==> src/rtl/mem_access_ctrl_pkg.sv <==
// Shared types and constants for the data-memory access controller:
// FSM states, access size codes, lane masks and request classification helpers.
package mem_access_ctrl_pkg;

    typedef enum logic [2:0] {
        ST_IDLE,
        ST_ISSUE_RD,
        ST_CAPTURE,
        ST_ISSUE_WR,
        ST_RESP
    } state_t;

    typedef enum logic [1:0] {
        SIZE_WORD     = 2'b00,
        SIZE_HALF     = 2'b01,
        SIZE_BYTE     = 2'b10,
        SIZE_WORD_ALT = 2'b11
    } size_t;

    localparam logic [31:0] LANE_MASK_BYTE = 32'h0000_00FF;
    localparam logic [31:0] LANE_MASK_HALF = 32'h0000_FFFF;

    function automatic logic is_word(input size_t size);
        return (size == SIZE_WORD) || (size == SIZE_WORD_ALT);
    endfunction

    function automatic logic is_misaligned(input size_t size, input logic [1:0] off);
        case (size)
            SIZE_HALF: return off[0];
            SIZE_BYTE: return 1'b0;
            default:   return off != 2'b00;
        endcase
    endfunction

endpackage

==> src/rtl/mem_access_ctrl_if.sv <==
// Pipeline request/response and synchronous data-memory signals of mem_access_ctrl.
// slave = controller view, master = pipeline plus memory view.
interface mem_access_ctrl_if;

    logic        req_valid;
    logic        req_ready;
    logic        req_we;
    logic [1:0]  req_size;
    logic        req_signed;
    logic [31:0] req_addr;
    logic [31:0] req_wdata;

    logic        resp_valid;
    logic [31:0] resp_rdata;
    logic        resp_err;

    logic        mem_en;
    logic        mem_we;
    logic [29:0] mem_addr;
    logic [31:0] mem_wdata;
    logic [31:0] mem_rdata;

    modport slave (
        input  req_valid, req_we, req_size, req_signed, req_addr, req_wdata, mem_rdata,
        output req_ready, resp_valid, resp_rdata, resp_err,
        output mem_en, mem_we, mem_addr, mem_wdata
    );

    modport master (
        output req_valid, req_we, req_size, req_signed, req_addr, req_wdata, mem_rdata,
        input  req_ready, resp_valid, resp_rdata, resp_err,
        input  mem_en, mem_we, mem_addr, mem_wdata
    );

endinterface

==> src/rtl/mem_access_ctrl_lane_align.sv <==
// Combinational lane logic: extracts a sized, extended load value from a memory word
// and merges a sub-word store lane into the previous word contents.
module lane_align
    import mem_access_ctrl_pkg::*;
(
    input  size_t       size,
    input  logic        is_signed,
    input  logic [1:0]  off,
    input  logic [31:0] rd_word,
    output logic [31:0] load_data,
    input  logic [31:0] old_word,
    input  logic [31:0] wdata,
    output logic [31:0] merged
);

    logic [4:0]  sh;
    logic [31:0] lane_mask;
    logic [31:0] lane;

    always_comb begin
        sh        = '0;
        lane_mask = '1;
        case (size)
            SIZE_HALF: begin
                sh        = {off[1], 4'b0000};
                lane_mask = LANE_MASK_HALF;
            end
            SIZE_BYTE: begin
                sh        = {off, 3'b000};
                lane_mask = LANE_MASK_BYTE;
            end
            default: ;
        endcase

        lane      = (rd_word >> sh) & lane_mask;
        load_data = lane;
        if (is_signed) begin
            if (size == SIZE_HALF && lane[15]) load_data = lane | ~LANE_MASK_HALF;
            if (size == SIZE_BYTE && lane[7])  load_data = lane | ~LANE_MASK_BYTE;
        end

        // Word accesses use an all-ones mask at shift 0, so the merge yields wdata.
        merged = (old_word & ~(lane_mask << sh)) | ((wdata & lane_mask) << sh);
    end

endmodule

==> src/rtl/mem_access_ctrl.sv <==
// Data-memory access controller: single-request FSM with registered outputs,
// read-modify-write for sub-word stores, misalignment detection.
module mem_access_ctrl
    import mem_access_ctrl_pkg::*;
(
    input  logic             clk,
    input  logic             reset,
    mem_access_ctrl_if.slave bus
);

    state_t      state_q, state_d;
    logic        we_q, we_d;
    size_t       size_q, size_d;
    logic        signed_q, signed_d;
    logic [31:0] addr_q, addr_d;
    logic [31:0] wdata_q, wdata_d;

    logic        req_ready_q, req_ready_d;
    logic        resp_valid_q, resp_valid_d;
    logic [31:0] resp_rdata_q, resp_rdata_d;
    logic        resp_err_q, resp_err_d;
    logic        mem_en_q, mem_en_d;
    logic        mem_we_q, mem_we_d;
    logic [31:0] mem_wdata_q, mem_wdata_d;

    logic [31:0] load_data;
    logic [31:0] merged_word;
    size_t       in_size;

    lane_align u_lane_align (
        .size      (size_q),
        .is_signed (signed_q),
        .off       (addr_q[1:0]),
        .rd_word   (bus.mem_rdata),
        .load_data (load_data),
        .old_word  (bus.mem_rdata),
        .wdata     (wdata_q),
        .merged    (merged_word)
    );

    assign in_size = size_t'(bus.req_size);

    always_comb begin
        state_d      = state_q;
        we_d         = we_q;
        size_d       = size_q;
        signed_d     = signed_q;
        addr_d       = addr_q;
        wdata_d      = wdata_q;
        req_ready_d  = 1'b0;
        resp_valid_d = 1'b0;
        resp_rdata_d = '0;
        resp_err_d   = 1'b0;
        mem_en_d     = 1'b0;
        mem_we_d     = 1'b0;
        mem_wdata_d  = mem_wdata_q;

        case (state_q)
            ST_IDLE: begin
                req_ready_d = 1'b1;
                if (bus.req_valid && req_ready_q) begin
                    we_d        = bus.req_we;
                    size_d      = in_size;
                    signed_d    = bus.req_signed;
                    addr_d      = bus.req_addr;
                    wdata_d     = bus.req_wdata;
                    req_ready_d = 1'b0;
                    if (is_misaligned(in_size, bus.req_addr[1:0])) begin
                        state_d      = ST_RESP;
                        resp_valid_d = 1'b1;
                        resp_err_d   = 1'b1;
                    end else if (bus.req_we && is_word(in_size)) begin
                        state_d     = ST_ISSUE_WR;
                        mem_en_d    = 1'b1;
                        mem_we_d    = 1'b1;
                        mem_wdata_d = bus.req_wdata;
                    end else begin
                        // Loads and sub-word stores both need the current word first.
                        state_d  = ST_ISSUE_RD;
                        mem_en_d = 1'b1;
                    end
                end
            end
            ST_ISSUE_RD: state_d = ST_CAPTURE;
            ST_CAPTURE: begin
                if (!we_q) begin
                    state_d      = ST_RESP;
                    resp_valid_d = 1'b1;
                    resp_rdata_d = load_data;
                end else begin
                    state_d     = ST_ISSUE_WR;
                    mem_en_d    = 1'b1;
                    mem_we_d    = 1'b1;
                    mem_wdata_d = merged_word;
                end
            end
            ST_ISSUE_WR: begin
                state_d      = ST_RESP;
                resp_valid_d = 1'b1;
            end
            ST_RESP: begin
                state_d     = ST_IDLE;
                req_ready_d = 1'b1;
            end
            default: begin
                state_d     = ST_IDLE;
                req_ready_d = 1'b1;
            end
        endcase
    end

    always_ff @(posedge clk or posedge reset) begin
        if (reset) begin
            state_q      <= ST_IDLE;
            we_q         <= 1'b0;
            size_q       <= SIZE_WORD;
            signed_q     <= 1'b0;
            addr_q       <= '0;
            wdata_q      <= '0;
            req_ready_q  <= 1'b1;
            resp_valid_q <= 1'b0;
            resp_rdata_q <= '0;
            resp_err_q   <= 1'b0;
            mem_en_q     <= 1'b0;
            mem_we_q     <= 1'b0;
            mem_wdata_q  <= '0;
        end else begin
            state_q      <= state_d;
            we_q         <= we_d;
            size_q       <= size_d;
            signed_q     <= signed_d;
            addr_q       <= addr_d;
            wdata_q      <= wdata_d;
            req_ready_q  <= req_ready_d;
            resp_valid_q <= resp_valid_d;
            resp_rdata_q <= resp_rdata_d;
            resp_err_q   <= resp_err_d;
            mem_en_q     <= mem_en_d;
            mem_we_q     <= mem_we_d;
            mem_wdata_q  <= mem_wdata_d;
        end
    end

    assign bus.req_ready  = req_ready_q;
    assign bus.resp_valid = resp_valid_q;
    assign bus.resp_rdata = resp_rdata_q;
    assign bus.resp_err   = resp_err_q;
    assign bus.mem_en     = mem_en_q;
    assign bus.mem_we     = mem_we_q;
    assign bus.mem_addr   = addr_q[31:2];
    assign bus.mem_wdata  = mem_wdata_q;

endmodule
==> src/flat_wrapper.sv <==
// flat-port wrapper written by rule: the top's interface ports become plain ports
module mem_access_ctrl_flat import mem_access_ctrl_pkg::*;
  (clk, reset, bus_req_valid, bus_req_we, bus_req_size, bus_req_signed, bus_req_addr, bus_req_wdata, bus_mem_rdata, bus_req_ready, bus_resp_valid, bus_resp_rdata, bus_resp_err, bus_mem_en, bus_mem_we, bus_mem_addr, bus_mem_wdata);
  mem_access_ctrl_if bus_i ();
  input  logic clk;
  input  logic reset;
  input wire logic [$bits(bus_i.req_valid)-1:0] bus_req_valid;
  input wire logic [$bits(bus_i.req_we)-1:0] bus_req_we;
  input wire logic [$bits(bus_i.req_size)-1:0] bus_req_size;
  input wire logic [$bits(bus_i.req_signed)-1:0] bus_req_signed;
  input wire logic [$bits(bus_i.req_addr)-1:0] bus_req_addr;
  input wire logic [$bits(bus_i.req_wdata)-1:0] bus_req_wdata;
  input wire logic [$bits(bus_i.mem_rdata)-1:0] bus_mem_rdata;
  output wire logic [$bits(bus_i.req_ready)-1:0] bus_req_ready;
  output wire logic [$bits(bus_i.resp_valid)-1:0] bus_resp_valid;
  output wire logic [$bits(bus_i.resp_rdata)-1:0] bus_resp_rdata;
  output wire logic [$bits(bus_i.resp_err)-1:0] bus_resp_err;
  output wire logic [$bits(bus_i.mem_en)-1:0] bus_mem_en;
  output wire logic [$bits(bus_i.mem_we)-1:0] bus_mem_we;
  output wire logic [$bits(bus_i.mem_addr)-1:0] bus_mem_addr;
  output wire logic [$bits(bus_i.mem_wdata)-1:0] bus_mem_wdata;
  assign bus_i.req_valid = bus_req_valid;
  assign bus_i.req_we = bus_req_we;
  assign bus_i.req_size = bus_req_size;
  assign bus_i.req_signed = bus_req_signed;
  assign bus_i.req_addr = bus_req_addr;
  assign bus_i.req_wdata = bus_req_wdata;
  assign bus_i.mem_rdata = bus_mem_rdata;
  assign bus_req_ready = bus_i.req_ready;
  assign bus_resp_valid = bus_i.resp_valid;
  assign bus_resp_rdata = bus_i.resp_rdata;
  assign bus_resp_err = bus_i.resp_err;
  assign bus_mem_en = bus_i.mem_en;
  assign bus_mem_we = bus_i.mem_we;
  assign bus_mem_addr = bus_i.mem_addr;
  assign bus_mem_wdata = bus_i.mem_wdata;
  mem_access_ctrl u_core (.clk(clk), .reset(reset), .bus(bus_i));
endmodule
==> config.mk <==
export PLATFORM = sky130hd
export DESIGN_NAME = mem_access_ctrl_flat
export DESIGN_NICKNAME = d
export VERILOG_FILES = /design/src/rtl/mem_access_ctrl_pkg.sv /design/src/rtl/mem_access_ctrl_if.sv /design/src/rtl/mem_access_ctrl_lane_align.sv /design/src/rtl/mem_access_ctrl.sv /design/src/flat_wrapper.sv
export SDC_FILE = /design/constraint.sdc
export NUM_CORES = 1
export LEC_CHECK = 0
export ABC_AREA = 1
export ABC_CLOCK_PERIOD_IN_PS = 5700
export CORE_ASPECT_RATIO = 0.9
export CORE_UTILIZATION = 49
export CTS_CLUSTER_DIAMETER = 60
export DETAILED_ROUTE_END_ITERATION = 8
export PLACE_DENSITY = 0.88
export SLEW_MARGIN = 25
export SYNTH_ARGS = -nofsm -noshare
export SYNTH_HDL_FRONTEND = slang
export SYNTH_SLANG_ARGS = --single-unit
==> constraint.sdc <==
create_clock -name clk -period 5.7 [get_ports clk]
set_clock_uncertainty 0.1 [all_clocks]
set_input_delay 1.14 -clock clk [delete_from_list [all_inputs] [get_ports clk]]
set_output_delay 1.14 -clock clk [all_outputs]
set_load 0.02 [all_outputs]
==> key figures, run 1 <==
Yosys
  • Post-synth EDFFs: 0
  • Mean Syn Cell Area: between 8 and 9 sq um
  • Main synth FF type: dfrtp_1
  • Async S/R FF share, synth: 100%
  • Area contributors post-synth: dfrtp_1, nand2_1, nand3_1, mux2_2, buf_4
  • Syn_nets: 1026
  • #FFs+latches synth: 140
  • Yosys top cell area share: approximately 47%
  • Register area share after synthesis: ~47%
  • Count leader, synth: nand2_1
  • Yosys warns: 0
  • Commonest cells post-synth: nand2_1, dfrtp_1, nand3_1
  • Synth unique cells: 29
  • Yosys top cell by area: dfrtp_1
  • Gate Count Post-Synth: approximately 920
  • Mapped Area: about 7400 sq um

Setup path
  • R2R Path End: u_core.bus.resp_rdata[22]
  • Crit Path Max Fanout: 33
  • Bufs and invs on worst path: 4
  • Critical path capture point type: register
  • Critical Path Max Stage Delay: ~0.46 ns
  • Flop-to-flop setup slack: 2.50 ns
  • WP data required: between 5 and 6 ns
  • Critical R2R Launch: u_core.size_q[0]
  • WS Path Type: primary input to register
  • Worst path top cell family by delay: buffers and inverters
  • Crit path launch type: primary input
  • CP cell instances: clkdlybuf4s50_1 -> inv_1 -> ha_1 -> nand3_1 -> nor2_1 -> nand2_1 -> nand2_1 -> buf_4 -> inv_2 -> nand2_1 -> nand2_1
  • WP data arrival: 3.51 ns
  • Crit path max-delay cell type: inv_2
  • Worst r2r path cells: 10
  • Cell repeated most along the worst path: nand2_1

Detailed routing
  • ANT nets after route: 0
  • First DRT Iteration DRCs: ~650
  • DR vias/cell: 5.37
  • Drt wl/cell: between 15 and 20 um
  • DRC: 0
  • Drt total wl: about 21000 um
  • Initial DRT Pass Iterations: 7
  • Vias: 6827

STA
  • Final setup TNS: 0 ns
  • Worst-margin pin slew: approximately 0.95 ns
  • Pins over their slew limit: 0
  • Setup-failing EPs final: 0
  • Post-route minimum period: 3.25 ns
  • F_max: ~310 MHz
  • Relative slew slack: between 30% and 40%
  • Setup slack after layout: between 2 and 2.5 ns
  • Final Cycle Share: ~57%
  • Unrepaired setup endpoints after global routing: false
  • Final Hold Fails: 0

Global route
  • Congestion Overflow GR: 0
  • Vias in the first global route: approximately 6.5k
  • Largest net degree at the start of global routing: between 100 and 150
  • GR Layer Usage met3: under 10%
  • Busiest grt layer: met2
  • First-pass GRT wire length: 33500 um
  • Global Route met1 Usage: a little over a third
  • GR Util All Layers: between 20% and 30%
  • Initial antenna violation count: 0
  • Met2 usage: between 40% and 50%

CTS
  • Post-CTS resize count: 0
  • Clock Path Buffers: 2
  • Clock transition at path regs: approximately 0.060 ns
  • CTS Sinks: between 100 and 150
  • CTS Buf Count: 17
  • Clock Latency Late Sink: 0.43 ns
  • Root buffer cell: clkbuf_16
  • Setup bufs post-CTS: 0
  • Hold-fix buffers, CTS: 0
  • H-tree depth: 4
  • CTS tree: done

Min path
  • Min-delay src: u_core.bus.mem_wdata[8]
  • Hold-critical path depth: 2
  • Hold Path Class: register to register
  • Worst hold endpoint: u_core.bus.mem_wdata[8]

Power and ir drop
  • PwrDens: approximately 580 nW/um^2
  • P_leak: 4.84 nW
  • Peak supply drop: around 0.31 mV

Job
  • Max-cap viol count: 0

Finish
  • Fill cells: 1163
  • Final Core Density: ~67%
  • # nets final: approximately 1.2k
  • ANT cells: 0
  • Sequential cell area: approximately 3500 sq um
  • Multi-input logic area: approximately 3100 sq um
  • Layout cells sized above 1: between 9 and 10%
  • Layout overhead on the synthesized area: 32.8%

Floorplan
  • Row count: between 40 and 50
  • Starting Density: between 50% and 60%
  • Core area: roughly 15000 sq um
  • Num ports: about 200
  • Die Ht: around 120 um
  • Die X: ~130 um
  • DIE AREA: about 16000 sq um

Placed design
  • Worst slack at placement: ~2.1 ns
  • Post-DP HPWL: 14700 um
  • PortBufs: 201
  • Placer Congestion: about 0.95

Status
  • Outcome: finished clean
-- cell families after synthesis --
group,after synthesis,share of synthesized area [%]
flops,140,47.2
compound gates,82,5.58
buf+inv,155,10.8
fa+ha+maj,4,0.674
simple gates,492,28.8
mux,46,6.98
-- how the worst max path moves through the flow --
stage	startpoint	end	depth (start not counted)
6_report	bus_req_size[1]	u_core.bus.mem_wdata[2]	11
5_1_grt	u_core.size_q[0]	u_core.bus.resp_rdata[23]	10
4_1_cts	u_core.size_q[0]	u_core.bus.resp_rdata[22]	10
3_5_place_dp	bus_req_size[1]	u_core.bus.mem_wdata[14]	11
3_3_place_gp	bus_req_valid	u_core.wdata_q[16]	6
2_1_floorplan	reset	u_core.addr_q[0]	1
-- placed cells by master, fill, tap and decap left out --
| cell type | count |
|---|---|
| inv_8 | 1 |
| nand4_4 | 1 |
| nand2_2 | 5 |
| nor3_2 | 1 |
| buf_4 | 4 |
| or2_1 | 1 |
| ha_2 | 1 |
| nand3_1 | 137 |
| nor3_4 | 1 |
| o21ai_0 | 50 |
| nand3_2 | 2 |
| nand2_4 | 2 |
| nand4_1 | 5 |
| clkbuf_8 | 3 |
| nor2_1 | 25 |
| nor3_1 | 8 |
| clkbuf_1 | 1 |
| inv_6 | 1 |
| nand2_1 | 299 |
| clkdlybuf4s50_1 | 201 |
| clkinv_2 | 1 |
| dfrtp_1 | 139 |
| mux2_2 | 46 |
| dfstp_2 | 1 |
| clkbuf_16 | 17 |
| inv_2 | 7 |
| bufinv_16 | 5 |
| ha_1 | 3 |
| o22ai_1 | 1 |
| o21a_1 | 1 |
| clkinvlp_4 | 3 |
| a21oi_1 | 30 |
| or2_2 | 4 |
| nor2_4 | 1 |
| inv_1 | 66 |
-- layer usage --
metal	share of wire (%)	vias to the layer above
li1	-	3219
met1	40	3159
met2	47	386
met3	9.3	63
met4	3.2	0
met5	0	-
-- worst min-delay path: stages, from the launching register on --
cell,delay (ns)
dfrtp_1,0.34
nand2_1,0.05
nand2_1,0.05
-- layout make-up --
type	instances	area share, %
repair buffers	205	20.7
clock inverters	10	1.89
multi-input cells	624	31.7
clock buffers	21	4.77
flip-flops and latches	140	35.6
inverters	74	2.89
well taps	198	2.51
-- per-stage QoR --
step,cell area (sq um),power [mW],hold WS [ns],instances
5_1_grt,9860,6.03,0.400,1272
2_1_floorplan,7420,3.61,0.353,919
6_report,9860,5.69,0.381,1272
4_1_cts,9850,5.68,0.382,1272
3_3_place_gp,9200,4.33,0.365,1241
3_5_place_dp,9200,4.41,0.367,1241
-- state kept, by name, indices dropped and copies added (netlist names) --
register,cells
u_core.state_q,3
u_core.bus.resp_rdata,32
u_core.bus.mem_wdata,32
u_core.bus.req_ready,1
u_core.we_q,1
u_core.wdata_q,32
u_core.bus.resp_valid,1
u_core.bus.mem_en,1
u_core.size_q,2
u_core.signed_q,1
u_core.bus.mem_we,1
u_core.addr_q,32
u_core.bus.resp_err,1
-- power breakdown --
group          total (mW)  switching [mW]  internal [mW]
logic                2.75            1.61           1.14
registers            1.70           0.289           1.41
clock network        1.24           0.435          0.809
Power figures use the tool's default switching activity.
==> run 2: changes to the inputs <==
--- a/config.mk
+++ b/config.mk
@@ -6,12 +6,12 @@
 export NUM_CORES = 1
 export LEC_CHECK = 0
 export ABC_AREA = 1
-export ABC_CLOCK_PERIOD_IN_PS = 5700
+export ABC_CLOCK_PERIOD_IN_PS = 2900
 export CORE_ASPECT_RATIO = 0.9
-export CORE_UTILIZATION = 49
+export CORE_UTILIZATION = 44
 export CTS_CLUSTER_DIAMETER = 60
 export DETAILED_ROUTE_END_ITERATION = 8
-export PLACE_DENSITY = 0.88
+export PLACE_DENSITY = 0.84
 export SLEW_MARGIN = 25
 export SYNTH_ARGS = -nofsm -noshare
 export SYNTH_HDL_FRONTEND = slang
==> constraint.sdc (replaced) <==
create_clock -name clk -period 2.9 [get_ports clk]
set_clock_uncertainty 0.1 [all_clocks]
set_input_delay 0.58 -clock clk [delete_from_list [all_inputs] [get_ports clk]]
set_output_delay 0.58 -clock clk [all_outputs]
set_load 0.02 [all_outputs]
==> key figures, run 2 (same netlist as run 1, synthesis figures left out) <==
Detailed routing
  • Vias: 6715 (-1.6%)
  • Drt wl/cell: 16.6 um (-0.20%)
  • DRC: 16 (+16)
  • DR vias/cell: 5.19 (-3.4%)
  • Drt total wl: 21500 um (+1.6%)
  • Initial DRT Pass Iterations: 9 (+2)
  • First DRT Iteration DRCs: 736 (+14%)
  • ANT nets after route: 0 (unchanged)

Setup path
  • WP data arrival: 2.81 ns (-0.70 ns)
  • Worst setup startpoint: u_core.size_q[0]
  • Critical path capture point type: register
  • WP data required: 3.11 ns (-2.85 ns)
  • Crit Path Max Fanout: 50 (+52%)
  • Flop-to-flop setup slack: 0.30 ns (-2.20 ns)
  • Critical R2R Launch: u_core.size_q[0]
  • Crit path launch type: register
  • WS Path Type: register to register

CTS
  • Clock Latency Late Sink: 0.42 ns (about the same)
  • Clock transition at path regs: 0.06 ns (about the same)
  • Setup bufs post-CTS: 0 (unchanged)
  • CTS Buf Count: 17 (unchanged)
  • Post-CTS resize count: 0 (unchanged)
  • CTS Sinks: 140 (unchanged)
  • Root buffer cell: clkbuf_16
  • Hold-fix buffers, CTS: 0 (unchanged)
  • H-tree depth: 4 (unchanged)
  • CTS tree: done
  • Clock Path Buffers: 2 (unchanged)

Finish
  • # nets final: 1182 (+1.1%)
  • Fill cells: 1388 (+19%)
  • Commonest non-fill, non-tap cell in the layout: nand2_1
  • Finished Layout Cells: 1295 (+1.8%)
  • Layout cells sized above 1: 10.9% (+0.97 points)
  • Layout overhead on the synthesized area: 33.9%
  • ANT cells: 0 (unchanged)
  • Final Core Density: 61.0% (-5.8 points)
  • Most frequent cells in the layout: nand2_1, clkdlybuf4s50_1, dfrtp_1
  • Non-Filler Cell Area, Final: 9940 sq um (+0.84%)

Power and ir drop
  • Net Sw Frac: 41.6% (+0.60 points)
  • Cell Int Power: 6.49 mW (+93%)
  • Net Sw Power: 4.62 mW (+98%)
  • Seq pwr share: 30.2% (+0.3 points)
  • P_leak: 4.89 nW (+1.0%)
  • Clk network pwr share: 20.3% (-1.6 points)
  • Combinational Power Share: 49.5% (+1.2 points)
  • Total Power: 11.1 mW (+95%)
  • PwrDens: 1120 nW/um^2 (+94%)
  • Peak supply drop: 0.557 mV (+79%)

STA
  • Relative slew slack: 61.7% (+25 points)
  • Unrepaired setup endpoints after global routing: false
  • Final Cycle Share: approximately nine tenths
  • F_max: about 380 MHz
  • Worst-margin pin slew: 0.574 ns (-0.375 ns)
  • Hold Slack: 0.382 ns (+0.00139 ns)
  • Setup slack after layout: 0.295 ns (-2.16 ns)
  • Pins over their slew limit: 0 (unchanged)
  • Final Hold Fails: 0 (unchanged)
  • Setup-failing EPs final: 0 (unchanged)
  • Post-route minimum period: 2.60 ns
  • Final setup TNS: 0 ns (unchanged)

Floorplan
  • DIE AREA: 17400 sq um (+11%)
  • Starting Density: 45.6% (-4.7 points)
  • Num ports: 202 (unchanged)
  • Die Ht: 125 um (+5.4%)
  • Core area: 16300 sq um (+10%)
  • Die X: 139 um (+5.4%)
  • Row count: 44 (+4.8%)

Job
  • Max-cap viol count: 0 (unchanged)

Status
  • Outcome: finished with violations
  • Failing checks: design-rule violations

Placed design
  • Placer Congestion: 0.923 (-2.5%)
  • Placed inst area: 9330 sq um (+1.4%)
  • Dpl cells: 1263 (+1.8%)
  • Post-DP HPWL: 15700 um (+6.8%)
  • PortBufs: 201 (unchanged)
  • Worst slack at placement: 0.401 ns (-1.66 ns)

Min path
  • Min-delay src: u_core.bus.mem_wdata[19]
  • Hold Path Class: register to register

Global route
  • Largest net degree at the start of global routing: 55 (-49%)
  • Congestion Overflow GR: 0 (unchanged)
  • First-pass GRT wire length: 34300 um (+2.3%)
  • GR Util All Layers: 25.4% (-2.3 points)
  • Initial antenna violation count: 0 (unchanged)
  • Vias in the first global route: 6359 (-2.2%)
-- run 2: cell types whose count changed in the layout (fill, tap and decap cells not counted) --
cell	change
buf_4	+11
buf_12	+2
bufinv_16	-2
clkinv_2	+2
clkbuf_1	+1
clkinv_4	+1
ha_1	+1
ha_2	-1
inv_8	-1
-- run 2: area by class of cell --
type / instances / area (sq um) / share of cell area, %
clock buffers: 22 / 474 / 4.77
repair buffers: 218 / 2160 / 21.8
multi-input cells: 624 / 3120 / 31.4
inverters: 74 / 282 / 2.83
flip-flops and latches: 140 / 3500 / 35.3
clock inverters: 10 / 138 / 1.38
well taps: 207 / 259 / 2.61
-- run 2: worst max-delay path, cell delays in order, from the launching register on --
cell     delay (ns)
dfrtp_1        0.39
inv_1          0.11
ha_1           0.42
nand2_4        0.36
o21ai_0        0.35
nand2_2        0.10
nand3_2        0.33
nand3_1        0.16
nand2_1        0.10
inv_1          0.05
-- run 2: power groups by stage --
stage / registers (mW) / logic, mW / clock network (mW)
5_1_grt: 3.45 / 5.97 / 2.39
3_3_place_gp: 3.33 / 5.31 / 0
4_1_cts: 3.35 / 5.47 / 2.28
3_5_place_dp: 3.35 / 5.44 / 0
6_report: 3.36 / 5.49 / 2.26
2_1_floorplan: 3.57 / 3.53 / 0
-- run 2: final timing paths --
check                                            endpoint  cells past startpoint
max in group asynchronous              u_core.wdata_q[14]                      3
worst min-delay path             u_core.bus.mem_wdata[19]                      2
worst min register to register   u_core.bus.mem_wdata[19]                      2
min in group asynchronous       u_core.bus.resp_rdata[16]                      2
worst max register to register  u_core.bus.resp_rdata[22]                      9
worst max-delay path            u_core.bus.resp_rdata[22]                      9
-- run 2: metal layers --
layer  up-vias  part of all wire [%]  track usage, %
met5         -                     0               0
met4         0                   1.9            8.17
met3        33                   7.7            5.21
met2       309                    47            40.4
met1      3144                    43            34.9
li1       3229                     -               -
==> run 3: changes to the inputs <==
--- a/config.mk
+++ b/config.mk
@@ -7,10 +7,13 @@
 export LEC_CHECK = 0
 export ABC_AREA = 1
 export ABC_CLOCK_PERIOD_IN_PS = 2900
+export CELL_PAD_IN_SITES_DETAIL_PLACEMENT = 1
+export CELL_PAD_IN_SITES_GLOBAL_PLACEMENT = 1
 export CORE_ASPECT_RATIO = 0.9
-export CORE_UTILIZATION = 44
+export CORE_UTILIZATION = 32
 export CTS_CLUSTER_DIAMETER = 60
 export DETAILED_ROUTE_END_ITERATION = 8
+export MAX_ROUTING_LAYER = met4
 export PLACE_DENSITY = 0.84
 export SLEW_MARGIN = 25
 export SYNTH_ARGS = -nofsm -noshare
==> key figures, run 3 (same netlist as run 1, synthesis figures left out) <==
Detailed routing
  • Initial DRT Pass Iterations: 7 (-2)
  • DR vias/cell: 4.93 (-4.9%)
  • ANT nets after route: 0 (unchanged)
  • Vias: 6830 (+1.7%)
  • First DRT Iteration DRCs: 401 (-46%)
  • DRC: 0 (-16)
  • Drt wl/cell: 17.7 um (+6.5%)
  • Drt total wl: 24500 um (+14%)

Power and ir drop
  • PwrDens: 1120 nW/um^2 (+0.45%)
  • Peak supply drop: 0.490 mV (-12%)
  • Clk network pwr share: 20.9% (+0.6 points)
  • Seq pwr share: 29.5% (-0.7 points)
  • Net Sw Frac: 42.3% (+0.74 points)
  • Total Power: 11.4 mW (+2.2%)
  • Net Sw Power: 4.81 mW (+4.0%)
  • Cell Int Power: 6.55 mW (+0.94%)
  • P_leak: 4.91 nW (+0.44%)
  • Combinational Power Share: 49.7% (+0.2 points)

Floorplan
  • Core area: 22600 sq um (+39%)
  • Row count: 52 (+18%)
  • Die X: 163 um (+17%)
  • DIE AREA: 23800 sq um (+37%)
  • Num ports: 202 (unchanged)
  • Die Ht: 147 um (+17%)
  • Starting Density: 32.8% (-13 points)

Setup path
  • CP cell instances: inv_1 -> ha_1 -> nand2_4 -> o21ai_0 -> nand2_2 -> nand3_4 -> nand3_1 -> nand2_1 -> inv_1
  • Crit Path Max Fanout: 44 (-12%)
  • Worst r2r path cells: 9 (unchanged)
  • Worst path top cell family by delay: simple AND/OR/NAND/NOR gates
  • Crit path launch type: register
  • WS Path Type: register to register
  • WP data required: 3.11 ns (about the same)
  • Critical R2R Launch: u_core.size_q[0]
  • Crit path max-delay cell type: ha_1
  • Critical Path Max Stage Delay: 0.41 ns (about the same)
  • R2R Path End: u_core.bus.resp_rdata[27]
  • WP data arrival: 2.67 ns (-0.14 ns)
  • Bufs and invs on worst path: 2 (unchanged)
  • Critical path capture point type: register
  • Cell repeated most along the worst path: inv_1
  • Flop-to-flop setup slack: 0.44 ns (+0.15 ns)

Finish
  • Commonest non-fill, non-tap cell in the layout: nand2_1
  • # nets final: 1182 (unchanged)
  • Layout cells sized above 1: 11.1% (+0.18 points)
  • Most frequent cells in the layout: nand2_1, clkdlybuf4s50_1, dfrtp_1
  • ANT cells: 0 (unchanged)
  • Layout overhead on the synthesized area: 36.3%

CTS
  • CTS Sinks: 140 (unchanged)
  • Setup bufs post-CTS: 0 (unchanged)
  • Clock Path Buffers: 2 (unchanged)
  • CTS Buf Count: 17 (unchanged)
  • Clock transition at path regs: 0.06 ns (about the same)
  • Clock Latency Late Sink: 0.42 ns (about the same)
  • Root buffer cell: clkbuf_16
  • Hold-fix buffers, CTS: 0 (unchanged)
  • H-tree depth: 4 (unchanged)
  • CTS tree: done

Status
  • Outcome: finished clean

STA
  • Unrepaired setup endpoints after global routing: false
  • Final Hold Fails: 0 (unchanged)
  • Final Cycle Share: 84.8% (-5.1 points)
  • Worst-margin pin slew: 0.697 ns (+0.123 ns)
  • Final setup TNS: 0 ns (unchanged)
  • Relative slew slack: 53.5% (-8.2 points)
  • Post-route minimum period: 2.46 ns (-0.147 ns)
  • Setup-failing EPs final: 0 (unchanged)
  • F_max: 407 MHz (+6.0%)
  • Pins over their slew limit: 0 (unchanged)

Placed design
  • Placer Congestion: 0.929 (+0.62%)
  • Post-DP HPWL: 18300 um (+16%)
  • PortBufs: 201 (unchanged)

Min path
  • Worst hold endpoint: u_core.bus.mem_wdata[25]
  • Hold Path Class: register to register
  • Hold-critical path depth: 2 (unchanged)
  • Min-delay src: u_core.bus.mem_wdata[25]

Global route
  • First-pass GRT wire length: 39000 um (+14%)
  • Congestion Overflow GR: 0 (unchanged)
  • Largest net degree at the start of global routing: 87 (+58%)
  • GR Util All Layers: 22.1% (-3.4 points)
  • Vias in the first global route: 6946 (+9.2%)
  • Initial antenna violation count: 0 (unchanged)

Job
  • Max-cap viol count: 0 (unchanged)
[run 3: cell types whose count changed in the layout (fill, tap and decap cells not counted), moves of 2 or more]
cell,before,now
clkinv_2,3,0
buf_4,15,13
buf_12,2,4
clkinv_4,1,4
clkbuf_8,3,0
clkbuf_1,2,0
inv_6,1,4
[run 3: worst max path at each step]
stage                                start                        end  slack (ns)  depth (start not counted)
after detailed placement  u_core.size_q[0]  u_core.bus.resp_rdata[28]        0.37                         11
after global placement     bus_req_size[1]    u_core.bus.mem_wdata[2]        0.49                         10
after global routing      u_core.size_q[0]  u_core.bus.resp_rdata[27]        0.18                          9
final                     u_core.size_q[0]  u_core.bus.resp_rdata[27]        0.44                          9
after CTS                 u_core.size_q[0]  u_core.bus.resp_rdata[27]        0.30                         11
after floorplan                      reset           u_core.addr_q[0]        0.47                          1
[run 3: tightest hold or removal path, stage by stage, from the launching register on]
cell and delay [ns]:
dfrtp_1 0.34, nand2_1 0.05, nand2_1 0.06
[run 3: cell type report]
class,count,area [sq um]
Multi-Input combinational cell,624,3130
Clock buffer,17,425
Fill cell,2690,12500
Tap cell,297,372
Clock inverter,15,213
Sequential cell,140,3500
Timing Repair Buffer,218,2190
Inverter,74,282
[run 3: routing by layer]
metal | track usage [%] | wire length [um] | share of wire (%)
met1 | 28.4 | 10800 | 44
met2 | 34.4 | 11700 | 48
met3 | 5.06 | 1490 | 6.1
met4 | 6.96 | 460 | 1.9
met5 | - | 0 | 0
[run 3: repair_timing]
| action | 4_1_cts | 5_1_grt |
|---|---|---|
| endpoints found under the hold margin | 0 | 0 |
| resized for setup | 0 | 1 |
| endpoints found under the setup margin | 0 | 1 |
[run 3: through the flow]
stage / utilization [%] / std cells / hold slack [ns] / setup WS [ns] / instance area, sq um
floorplan: - / 919 / 0.353 / 0.472 / 7430
global placement: 41.8 / 1353 / 0.365 / 0.487 / 9470
detailed placement: 41.8 / 1353 / 0.367 / 0.367 / 9470
CTS: 44.7 / 1385 / 0.384 / 0.297 / 10100
global route: 44.7 / 1385 / 0.397 / 0.176 / 10100
finish: 44.7 / 1385 / 0.385 / 0.442 / 10100
[run 3: power by group through the flow]
stage | logic [mW] | clock network, mW | registers (mW)
2_1_floorplan | 3.53 | 0 | 3.57
3_3_place_gp | 5.47 | 0 | 3.34
3_5_place_dp | 5.62 | 0 | 3.37
4_1_cts | 5.67 | 2.43 | 3.35
5_1_grt | 6.20 | 2.51 | 3.45
6_report | 5.64 | 2.37 | 3.35
